==> src/rtl/pc_gen_pkg.sv <==
// Shared encodings for the next-PC generator: command selectors and control states.
package pc_gen_pkg;

  typedef enum logic [1:0] {
    SEL_SEQ  = 2'd0,
    SEL_JAL  = 2'd1,
    SEL_BR   = 2'd2,
    SEL_TRAP = 2'd3
  } next_sel_e;

  typedef enum logic [1:0] {
    BOOT  = 2'd0,
    RUN   = 2'd1,
    HOLD  = 2'd2,
    FAULT = 2'd3
  } state_e;

endpackage

==> src/rtl/pc_gen_unit_if.sv <==
// Command and fetch handshakes of the next-PC generator; master issues commands and consumes pc.
interface pc_gen_unit_if #(
  parameter int XLEN = 32
);

  logic            cmd_valid;
  logic            cmd_ready;
  logic [1:0]      next_sel;
  logic            br_taken;
  logic            jalr_en;
  logic [XLEN-1:0] imm_j;
  logic [XLEN-1:0] imm_b;
  logic [XLEN-1:0] jalr_base;
  logic [XLEN-1:0] pc;
  logic            pc_valid;
  logic            pc_ready;
  logic            fault;
  logic [XLEN-1:0] fault_addr;

  modport master (
    output cmd_valid, next_sel, br_taken, jalr_en, imm_j, imm_b, jalr_base, pc_ready,
    input  cmd_ready, pc, pc_valid, fault, fault_addr
  );

  modport slave (
    input  cmd_valid, next_sel, br_taken, jalr_en, imm_j, imm_b, jalr_base, pc_ready,
    output cmd_ready, pc, pc_valid, fault, fault_addr
  );

endinterface

==> src/rtl/pc_gen_unit_npc_calc.sv <==
// Combinational next-PC target mux sharing one XLEN-bit adder across sequential, JAL and branch.
module npc_calc
  import pc_gen_pkg::*;
#(
  parameter int              XLEN        = 32,
  parameter logic [XLEN-1:0] TRAP_VECTOR = XLEN'('h100),
  parameter int              ILEN_BYTES  = 4
) (
  input  logic [XLEN-1:0] pc,
  input  logic [1:0]      next_sel,
  input  logic            br_taken,
  input  logic            jalr_en,
  input  logic [XLEN-1:0] imm_j,
  input  logic [XLEN-1:0] imm_b,
  input  logic [XLEN-1:0] jalr_base,
  output logic [XLEN-1:0] npc
);

  logic [XLEN-1:0] addend;
  logic [XLEN-1:0] sum;

  // NOTE: every variable gets a default before the case so no path infers a latch.
  always_comb begin
    addend = XLEN'(ILEN_BYTES);
    case (next_sel)
      SEL_JAL: addend = imm_j;
      SEL_BR:  if (br_taken) addend = imm_b;
      default: ;
    endcase
    sum = pc + addend;  // modulo 2^XLEN, carry dropped

    if (jalr_en)                 npc = {jalr_base[XLEN-1:1], 1'b0};
    else if (next_sel == SEL_TRAP) npc = TRAP_VECTOR;
    else                         npc = sum;
  end

endmodule

==> src/rtl/pc_gen_unit.sv <==
// Next-PC generator: holds the fetch PC, buffers one command during fetch stalls, traps misaligned targets.
module pc_gen_unit
  import pc_gen_pkg::*;
#(
  parameter int              XLEN         = 32,
  parameter logic [XLEN-1:0] RESET_VECTOR = '0,
  parameter logic [XLEN-1:0] TRAP_VECTOR  = XLEN'('h100),
  parameter int              ILEN_BYTES   = 4,
  parameter int              ALIGN_BITS   = 2
) (
  input logic          clock,
  input logic          resetn,
  pc_gen_unit_if.slave bus
);

  state_e          state_q, state_d;
  logic [XLEN-1:0] pc_q, pc_d;
  logic [XLEN-1:0] pend_q, pend_d;
  logic [XLEN-1:0] fault_addr_q, fault_addr_d;
  logic [XLEN-1:0] npc, load_tgt;
  logic            pc_valid_q, pc_valid_d;
  logic            consumed_q, consumed_d;
  logic            fault_q, fault_d;
  logic            load_en;
  logic            cmd_fire, pc_fire;

  function automatic logic misaligned(input logic [XLEN-1:0] addr);
    return |addr[ALIGN_BITS-1:0];
  endfunction

  npc_calc #(
    .XLEN       (XLEN),
    .TRAP_VECTOR(TRAP_VECTOR),
    .ILEN_BYTES (ILEN_BYTES)
  ) u_npc_calc (
    .pc       (pc_q),
    .next_sel (bus.next_sel),
    .br_taken (bus.br_taken),
    .jalr_en  (bus.jalr_en),
    .imm_j    (bus.imm_j),
    .imm_b    (bus.imm_b),
    .jalr_base(bus.jalr_base),
    .npc      (npc)
  );

  assign bus.cmd_ready  = (state_q == RUN) || (state_q == FAULT);
  assign bus.pc         = pc_q;
  assign bus.pc_valid   = pc_valid_q;
  assign bus.fault      = fault_q;
  assign bus.fault_addr = fault_addr_q;

  assign cmd_fire = bus.cmd_valid & bus.cmd_ready;
  assign pc_fire  = pc_valid_q & bus.pc_ready;

  always_comb begin
    state_d      = state_q;
    pc_d         = pc_q;
    pc_valid_d   = pc_valid_q;
    consumed_d   = consumed_q | pc_fire;
    pend_d       = pend_q;
    fault_d      = fault_q;
    fault_addr_d = fault_addr_q;
    load_en      = 1'b0;
    load_tgt     = npc;

    unique case (state_q)
      BOOT: begin
        pc_valid_d = 1'b1;
        consumed_d = 1'b0;
        state_d    = RUN;
      end
      RUN: begin
        if (pc_fire) pc_valid_d = 1'b0;
        if (cmd_fire) begin
          if (consumed_q || pc_fire) begin
            load_en = 1'b1;
          end else begin
            pend_d  = npc;
            state_d = HOLD;
          end
        end
      end
      HOLD: begin
        if (pc_fire) begin
          load_en  = 1'b1;
          load_tgt = pend_q;
        end
      end
      FAULT: begin
        // Only a plain trap command leaves FAULT; everything else is swallowed.
        if (cmd_fire && !bus.jalr_en && bus.next_sel == SEL_TRAP) begin
          pc_d       = TRAP_VECTOR;
          pc_valid_d = 1'b1;
          consumed_d = 1'b0;
          fault_d    = 1'b0;
          state_d    = RUN;
        end
      end
    endcase

    if (load_en) begin
      if (misaligned(load_tgt)) begin
        fault_d      = 1'b1;
        fault_addr_d = load_tgt;
        pc_valid_d   = 1'b0;
        state_d      = FAULT;
      end else begin
        pc_d       = load_tgt;
        pc_valid_d = 1'b1;
        consumed_d = 1'b0;
        state_d    = RUN;
      end
    end
  end

  // NOTE: non-blocking assignments so every flop samples the pre-edge values of the others.
  always_ff @(posedge clock or negedge resetn) begin
    if (!resetn) begin
      state_q      <= BOOT;
      pc_q         <= RESET_VECTOR;
      pc_valid_q   <= 1'b0;
      consumed_q   <= 1'b0;
      pend_q       <= '0;
      fault_q      <= 1'b0;
      fault_addr_q <= '0;
    end else begin
      state_q      <= state_d;
      pc_q         <= pc_d;
      pc_valid_q   <= pc_valid_d;
      consumed_q   <= consumed_d;
      pend_q       <= pend_d;
      fault_q      <= fault_d;
      fault_addr_q <= fault_addr_d;
    end
  end

endmodule

==> src/flat_wrapper.sv <==
// flat-port wrapper written by rule: the top's interface ports become plain ports
module pc_gen_unit_flat import pc_gen_pkg::*;
#(
  parameter int              XLEN         = 32,
  parameter logic [XLEN-1:0] RESET_VECTOR = '0,
  parameter logic [XLEN-1:0] TRAP_VECTOR  = XLEN'('h100),
  parameter int              ILEN_BYTES   = 4,
  parameter int              ALIGN_BITS   = 2
)
  (clock, resetn, bus_cmd_valid, bus_next_sel, bus_br_taken, bus_jalr_en, bus_imm_j, bus_imm_b, bus_jalr_base, bus_pc_ready, bus_cmd_ready, bus_pc, bus_pc_valid, bus_fault, bus_fault_addr);
  pc_gen_unit_if #(.XLEN(XLEN)) bus_i ();
  input logic clock;
  input logic resetn;
  input wire logic [$bits(bus_i.cmd_valid)-1:0] bus_cmd_valid;
  input wire logic [$bits(bus_i.next_sel)-1:0] bus_next_sel;
  input wire logic [$bits(bus_i.br_taken)-1:0] bus_br_taken;
  input wire logic [$bits(bus_i.jalr_en)-1:0] bus_jalr_en;
  input wire logic [$bits(bus_i.imm_j)-1:0] bus_imm_j;
  input wire logic [$bits(bus_i.imm_b)-1:0] bus_imm_b;
  input wire logic [$bits(bus_i.jalr_base)-1:0] bus_jalr_base;
  input wire logic [$bits(bus_i.pc_ready)-1:0] bus_pc_ready;
  output wire logic [$bits(bus_i.cmd_ready)-1:0] bus_cmd_ready;
  output wire logic [$bits(bus_i.pc)-1:0] bus_pc;
  output wire logic [$bits(bus_i.pc_valid)-1:0] bus_pc_valid;
  output wire logic [$bits(bus_i.fault)-1:0] bus_fault;
  output wire logic [$bits(bus_i.fault_addr)-1:0] bus_fault_addr;
  assign bus_i.cmd_valid = bus_cmd_valid;
  assign bus_i.next_sel = bus_next_sel;
  assign bus_i.br_taken = bus_br_taken;
  assign bus_i.jalr_en = bus_jalr_en;
  assign bus_i.imm_j = bus_imm_j;
  assign bus_i.imm_b = bus_imm_b;
  assign bus_i.jalr_base = bus_jalr_base;
  assign bus_i.pc_ready = bus_pc_ready;
  assign bus_cmd_ready = bus_i.cmd_ready;
  assign bus_pc = bus_i.pc;
  assign bus_pc_valid = bus_i.pc_valid;
  assign bus_fault = bus_i.fault;
  assign bus_fault_addr = bus_i.fault_addr;
  pc_gen_unit #(.XLEN(XLEN), .RESET_VECTOR(RESET_VECTOR), .TRAP_VECTOR(TRAP_VECTOR), .ILEN_BYTES(ILEN_BYTES), .ALIGN_BITS(ALIGN_BITS)) u_core (.clock(clock), .resetn(resetn), .bus(bus_i));
endmodule
==> config.mk <==
export PLATFORM = sky130hd
export DESIGN_NAME = pc_gen_unit_flat
export DESIGN_NICKNAME = d
export VERILOG_FILES = /design/src/rtl/pc_gen_pkg.sv /design/src/rtl/pc_gen_unit_if.sv /design/src/rtl/pc_gen_unit_npc_calc.sv /design/src/rtl/pc_gen_unit.sv /design/src/flat_wrapper.sv
export SDC_FILE = /design/constraint.sdc
export NUM_CORES = 1
export LEC_CHECK = 0
export CAP_MARGIN = 25
export CORE_ASPECT_RATIO = 1.75
export CORE_MARGIN = 1.5
export CORE_UTILIZATION = 40
export CTS_BUF_LIST = sky130_fd_sc_hd__clkbuf_4
export CTS_CLUSTER_SIZE = 24
export DETAILED_ROUTE_END_ITERATION = 10
export DONT_BUFFER_PORTS = 1
export PLACE_DENSITY = 0.57
export SLEW_MARGIN = 20
export SYNTH_ARGS = -nofsm -noshare
export SYNTH_HDL_FRONTEND = slang
export SYNTH_SLANG_ARGS = --single-unit
==> constraint.sdc <==
create_clock -name clock -period 3.2 [get_ports clock]
set_clock_uncertainty 0.2 [all_clocks]
set_input_delay 0.96 -clock clock [delete_from_list [all_inputs] [get_ports clock]]
set_output_delay 0.96 -clock clock [all_outputs]
set_load 0.05 [all_outputs]
==> results of run 1 <==
layer usage:
metal	global-route usage, %	up-vias	share of wire, %
met4	29.5	0	11
met1	31.6	3794	31
met3	6.93	128	6.2
met2	61.0	363	52
li1	-	3491	-
met5	0	-	0
kinds of logic (layout without fill, tap and decap cells):
logic type      after synthesis  in the layout  share of synthesized area, %
compound gates              297            298                          28.9
xor+xnor                     16             16                          2.02
fa+ha+maj                    39             39                          7.13
buf+inv                      77            265                          4.39
flops                       101            101                          36.4
mux                           6              6                         0.954
simple gates                310            310                          20.3
worst min-delay path by stage:
stage / cells past startpoint / endpoint / from / slack (ns)
3_3_place_gp: 2 / u_core.pend_q[8] / u_core.pend_q[8] / 0.25
4_1_cts: 0 / u_core.pend_q[17] / resetn / -0.08
6_report: 0 / u_core.pend_q[20] / resetn / -0.08
3_5_place_dp: 2 / u_core.pend_q[8] / u_core.pend_q[8] / 0.26
2_1_floorplan: 2 / u_core.pend_q[8] / u_core.pend_q[8] / 0.24
5_1_grt: 0 / u_core.pend_q[5] / resetn / -0.12
Yosys cell counts (5+ instances only):
master / number / area (sq um)
a21oi_1: 50 / 250
o21ai_1: 14 / 70.1
o221ai_1: 8 / 70.1
o31ai_1: 20 / 150
nand2b_1: 7 / 43.8
o211ai_1: 5 / 37.5
and3_1: 8 / 50.1
ha_1: 38 / 475
or3_1: 13 / 81.3
a31oi_1: 16 / 100
nand3_1: 36 / 180
clkbuf_1: 44 / 165
o21ai_0: 71 / 355
xor2_1: 5 / 43.8
buf_2: 10 / 50.1
inv_1: 17 / 63.8
nor3_1: 11 / 55.1
a21o_1: 12 / 90.1
and2_1: 7 / 43.8
nand2_1: 118 / 443
xnor2_1: 11 / 96.3
nor2_1: 82 / 308
a22oi_1: 37 / 278
a221oi_1: 10 / 87.6
dfrtp_1: 101 / 2530
buf_1: 5 / 18.8
o21a_1: 5 / 37.5
nand4_1: 7 / 43.8
sequential cells by signal, indices dropped and copies added (netlist names):
name and cells:
u_core.bus.fault 1, u_core.bus.fault_addr 32, u_core.bus.pc_valid 1, u_core.bus.pc 32
u_core.consumed_q 1, u_core.state_q 2, u_core.pend_q 32
metrics by stage:
| step | hold slack (ns) | TNS [ns] | std cells | util, % |
|---|---|---|---|---|
| after floorplan | 0.238 | -42.96 | 846 | - |
| after global placement | 0.253 | -70.52 | 1194 | 51.1 |
| after detailed placement | 0.258 | -74.78 | 1194 | 51.1 |
| after CTS | -0.0845 | -29.57 | 1251 | 59.9 |
| after global routing | -0.124 | -30.66 | 1262 | 63.1 |
| final | -0.0806 | -27.06 | 1262 | 63.1 |
final cells by class:
type                    count  area share [%]
multi-input cells         669            51.1
flip-flops and latches    101            23.6
repair buffers            232            20.3
well taps                 227            2.66
clock inverters             7           0.807
inverters                  17           0.784
clock buffers               9           0.632
what timing repair did:
| action | 4_1_cts | 5_1_grt |
|---|---|---|
| resized for setup | 154 | 138 |
| hold endpoints to repair | 101 | 101 |
| setup buffers | 35 | 23 |
| cloned | 13 | 2 |
| pin swaps | 63 | 60 |
| endpoints found under the setup margin | 89 | 94 |
power groups by stage:
| stage | Sequential [W] | Clock [W] | Combinational (W) |
|---|---|---|---|
| finish | 0.00315 | 0.000745 | 0.00565 |
| global route | 0.00318 | 0.000791 | 0.00599 |
| CTS | 0.00309 | 0.000745 | 0.00519 |
| detailed placement | 0.00309 | 0 | 0.00434 |
| global placement | 0.00308 | 0 | 0.00426 |
| floorplan | 0.00348 | 0 | 0.00215 |
==> key figures, run 1 <==
Run status
  • Run status: finished with violations
  • Failing checks: negative hold slack, negative setup slack

Clock tree
  • CTS tree: done
  • Root Driver: clkbuf_4
  • Clock Tree Buf Depth: 2
  • CTS sink count: between 100 and 150
  • CTS Buf Count: 9
  • Worst skew pair latency: just under 0.5 ns
  • H-tree depth: 3
  • Clock slew at reported path FFs: roughly 0.2 ns

Critical path
  • CP Launch Type: input pin
  • R2R Path Start: u_core.bus.pc[8]
  • CP required: about 3.4 ns
  • Family with the most delay on the worst path: simple AND/OR/NAND/NOR gates
  • Worst setup path endpoint: u_core.bus.fault_addr[29]
  • Worst R2R End: u_core.pend_q[31]
  • Setup CP Type: input pin to register
  • Crit-path cells: inv_12 > ha_4 > and2_4 > buf_6 > a22oi_2 > nor2_4 > ha_4 > inv_2 > fa_2 > or3_4 > a31oi_4 > buf_6 > o21ai_4 > or3_1 > o21ai_1 > a31oi_1
  • Cell depth of the worst setup path: 16
  • R2r worst-path depth: 10
  • Worst setup EP type: register
  • Critical Path AT: 3.84 ns
  • Critical-path maximum fanout: 7
  • Worst Path Buf+Inv: 4
  • Launch point of the worst path: bus_next_sel[0]
  • Slowest cell on the critical path: or3_1
  • Reg2Reg Setup Slack: 0.13 ns
  • Worst path max stage delay: approximately 0.44 ns

Power and ir drop
  • Psw: about 0.0051 W
  • Reg power frac: 33.0%
  • Leakage: 4.69 nW
  • Switch share: 53.6%
  • Power after layout: 0.00954 W
  • Clock Power Share: 7.8%
  • Power Dens Cells: just under 900 mW/mm^2
  • Part of the power in combinational logic: roughly three fifths
  • Int Pwr: 0.00443 W
  • Peak supply drop: 592 uV

STA
  • RSZ-0062 raised after global routing: yes
  • Highest clock rate: roughly 0.27 GHz
  • Setup ws final: -0.469 ns
  • Endpoints failing setup: between 80 and 90
  • Final Max Tran Viols: 0
  • Hold WS: -0.0806 ns
  • Final min period: 3.67 ns
  • Final Hold Viols: between 100 and 150
  • Worst Tran Pin Value: about 0.77 ns
  • Fin crit share: 115%
  • Max_slew headroom: 48.6%

Flow run
  • MaxCap Viol Count: 0

Die
  • Rows: 63
  • Initial core utilization: 41.0%
  • Die width: between 100 and 150 microns
  • Top-Level Pins: between 150 and 200
  • Die Ht: 177 microns
  • Die area: about 0.018 sq mm
  • Core Area: roughly 0.017 sq mm

Yosys
  • Sequential area share after synthesis: 36.4%
  • Syn nets: 989
  • Commonest register cell after synthesis: dfrtp_1
  • Mean Syn Cell Area: about 8.2 sq um
  • EDFF count, synth: 0
  • Synth Register Bits: ~100
  • FFs w/ async S/R, synth: 100%
  • Synth Instances: around 850
  • Synth cell types: 76
  • Netlist Area Pre-Place: 0.00695 sq mm
  • Yosys warns: 0

Cells and area
  • Nets: about 1200
  • Most frequent cells in the layout: 182 x buf_4, 101 x dfrtp_1, 91 x nand2_1, 74 x nor2_1, 33 x o21ai_1
  • Post-route cell area: roughly 0.011 sq mm
  • Layout cells sized above 1: between 40% and 50%
  • Area grow syn2layout: 53.8%
  • Multi-input logic area: about 0.0055 sq mm
  • Commonest non-fill, non-tap cell in the layout: buf_4
  • Diode count: 0
  • Register area: about 0.0025 sq mm
  • Fill count: 1430

Routing
  • Post-route ant nets: 0
  • Drt pass-1 iters: 5
  • Drt drc: 0
  • WL final: ~32 mm
  • Routed len/inst: between 20 and 30 microns
  • Via-to-Cell Ratio: approximately 6.2
  • DRT iter0 DRCs: 421
  • Vias: just under 8000

GRT
  • Initial antenna violation count: 0
  • First-pass GRT wire length: 45.2 mm
  • Largest net degree at the start of global routing: slightly above 100
  • Number of global-route vias before repair: 8078
  • Total track usage: around a third
  • GR Overflow Total: 0

Placement
  • Buffers on Ports: 0
  • Placement Cell Area: approximately 0.0087 sq mm
  • Placed wire-length estimate: 22.4 mm
  • Routability cong.: around 0.91
  • Dpl ws: -1.03 ns

Hold path
  • Hold Path Class: input pin to asynchronous set/reset pin
Note: power is estimated with default switching activity, not from simulation.
==> inputs of run 2 (changes only) <==
--- a/config.mk
+++ b/config.mk
@@ -5,7 +5,7 @@
 export SDC_FILE = /design/constraint.sdc
 export NUM_CORES = 1
 export LEC_CHECK = 0
-export CAP_MARGIN = 25
+export CAP_MARGIN = 15
 export CORE_ASPECT_RATIO = 1.75
 export CORE_MARGIN = 1.5
 export CORE_UTILIZATION = 40
@@ -14,6 +14,7 @@
 export DETAILED_ROUTE_END_ITERATION = 10
 export DONT_BUFFER_PORTS = 1
 export PLACE_DENSITY = 0.57
+export RECOVER_POWER = 100
 export SLEW_MARGIN = 20
 export SYNTH_ARGS = -nofsm -noshare
 export SYNTH_HDL_FRONTEND = slang
==> constraint.sdc (replaced) <==
create_clock -name clock -period 4.29 [get_ports clock]
set_clock_uncertainty 0.2 [all_clocks]
set_input_delay 1.287 -clock clock [delete_from_list [all_inputs] [get_ports clock]]
set_output_delay 1.287 -clock clock [all_outputs]
set_load 0.05 [all_outputs]
==> key figures, run 2 (synthesis gave the netlist of run 1 again) <==
Run status
  • Run status: completed

STA
  • Final Hold Viols: 0
  • Final Max Tran Viols: 0
  • Max_slew headroom: between 30% and 40%
  • Hold WS: about 0.28 ns
  • RSZ-0062 raised after global routing: no
  • Setup ws final: 0.140 ns
  • Fin crit share: around 97%
  • Endpoints failing setup: 0
  • Final min period: 4.15 ns
  • Worst Tran Pin Value: slightly above 0.9 ns
  • Highest clock rate: roughly 0.24 GHz

Cells and area
  • Register area: 0.00253 sq mm
  • Nets: about 1100
  • Non-filler instance count after layout: 1186
  • Most frequent cells in the layout: 118 x nand2_1, 114 x buf_4, 101 x dfrtp_1, 81 x nor2_1, 74 x o21ai_0
  • Commonest non-fill, non-tap cell in the layout: nand2_1
  • Layout cells sized above 1: 18.0%
  • Fill count: ~1700
  • Post-route cell area: between 0.008 and 0.009 sq mm
  • Multi-input logic area: 0.00419 sq mm
  • Area grow syn2layout: 19.5%

GRT
  • Largest net degree at the start of global routing: between 100 and 150
  • First-pass GRT wire length: about 39 mm
  • Total track usage: 28.5%
  • Initial antenna violation count: 2
  • Number of global-route vias before repair: between 7000 and 8000
  • GR Overflow Total: 0

Clock tree
  • CTS sink count: between 100 and 150
  • Post-CTS Setup Inserts: 0
  • Worst skew pair latency: about 0.48 ns
  • CTS tree: done
  • Root Driver: clkbuf_4
  • Clock slew at reported path FFs: approximately 0.18 ns
  • H-tree depth: 3
  • Clock Tree Buf Depth: 2
  • CTS Buf Count: 9

Critical path
  • Worst setup EP type: register
  • CP required: 4.45 ns
  • R2r worst-path depth: 10
  • Launch point of the worst path: bus_next_sel[0]
  • R2R Path Start: u_core.bus.pc[6]
  • Critical-path maximum fanout: 17
  • Worst R2R End: u_core.pend_q[31]
  • Worst setup path endpoint: u_core.pend_q[31]
  • Reg2Reg Setup Slack: around 0.7 ns
  • Setup CP Type: input pin to register
  • Critical Path AT: between 4 and 5 ns
  • CP Launch Type: input pin

Power and ir drop
  • Power after layout: approximately 0.0057 W
  • Leakage: about 3.8 nW
  • Peak supply drop: approximately 400 uV
  • Switch share: a little over half
  • Psw: about 0.0031 W
  • Clock Power Share: a little under a tenth
  • Part of the power in combinational logic: about 49%
  • Int Pwr: around 0.0026 W
  • Power Dens Cells: about 680 mW/mm^2
  • Reg power frac: between 40% and 50%

Routing
  • Vias: 6943
  • WL final: 25.5 mm
  • Drt pass-1 iters: 5
  • Post-route ant nets: 0
  • Via-to-Cell Ratio: around 5.9
  • DRT iter0 DRCs: approximately 370
  • Routed len/inst: roughly 21 microns
  • Drt drc: 0

Hold path
  • Hold Path Class: input pin to asynchronous set/reset pin

Die
  • Die width: ~100 microns
  • Core Area: approximately 0.017 sq mm
  • Initial core utilization: 41.0%
  • Die Ht: around 180 microns
  • Top-Level Pins: approximately 170
  • Rows: 63
  • Die area: 0.0182 sq mm

Placement
  • Placement Cell Area: 0.00829 sq mm
  • Dpl ws: -0.436 ns
  • Placed wire-length estimate: 20.3 mm
  • Routability cong.: ~0.9
  • Placed Instances: roughly 1200
  • Buffers on Ports: 0

Flow run
  • MaxCap Viol Count: 0
run 2: power groups by stage:
stage               sequential, W  clock (W)  combinational (W)
global route              0.00243   0.000575            0.00301
finish                    0.00238   0.000535            0.00276
CTS                       0.00239   0.000543            0.00288
floorplan                 0.00259          0            0.00146
global placement          0.00240          0            0.00280
detailed placement        0.00241          0            0.00287
run 2: metal layers:
metal	vias to the layer above	routed length (microns)	global-route usage (%)
li1	3330	-	-
met1	3335	8340	27.0
met2	224	14200	55.0
met3	54	1480	5.12
met4	0	1420	16.9
met5	-	0	0
run 2: worst min path at each step:
stage / to / slack (ns) / depth (start not counted) / from
floorplan: u_core.pend_q[8] / 0.24 / 2 / u_core.pend_q[8]
global placement: u_core.pend_q[8] / 0.25 / 2 / u_core.pend_q[8]
detailed placement: u_core.pend_q[30] / 0.26 / 2 / u_core.pend_q[30]
CTS: u_core.bus.pc[13] / 0.26 / 0 / resetn
global route: u_core.bus.fault_addr[26] / 0.25 / 0 / resetn
finish: u_core.bus.pc[14] / 0.28 / 0 / resetn
run 2: stage by stage:
step | setup TNS [ns] | utilization, %
2_1_floorplan | 0 | -
3_3_place_gp | -10.54 | 48.9
3_5_place_dp | -13.69 | 48.9
4_1_cts | 0 | 49.8
5_1_grt | 0 | 49.0
6_report | 0 | 49.0
run 2: what timing repair did:
item,CTS,global route
hold endpoints to repair,0,0
hold buffers,0,0
setup endpoints to repair,0,10
gates resized for setup,0,6
run 2: critical path, cell delays in order:
cell and delay, ns:
inv_1 0.03, ha_1 0.18, and2_4 0.16, buf_4 0.19, a22oi_1 0.16, nor2_1 0.06
ha_1 0.36, and4_4 0.27, nand2_2 0.08, a211oi_2 0.29, o311ai_4 0.15, a211oi_4 0.35
o21ai_2 0.08, a211o_1 0.32, mux2_1 0.32
run 2: layout make-up:
| class | count | share of cell area, % |
|---|---|---|
| Tap cell | 227 | 3.42 |
| Clock buffer | 10 | 0.904 |
| Sequential cell | 101 | 30.4 |
| Inverter | 17 | 0.768 |
| Antenna cell | 2 | 0.0602 |
| Clock inverter | 6 | 0.843 |
| Multi-Input combinational cell | 668 | 50.4 |
| Timing Repair Buffer | 155 | 13.2 |
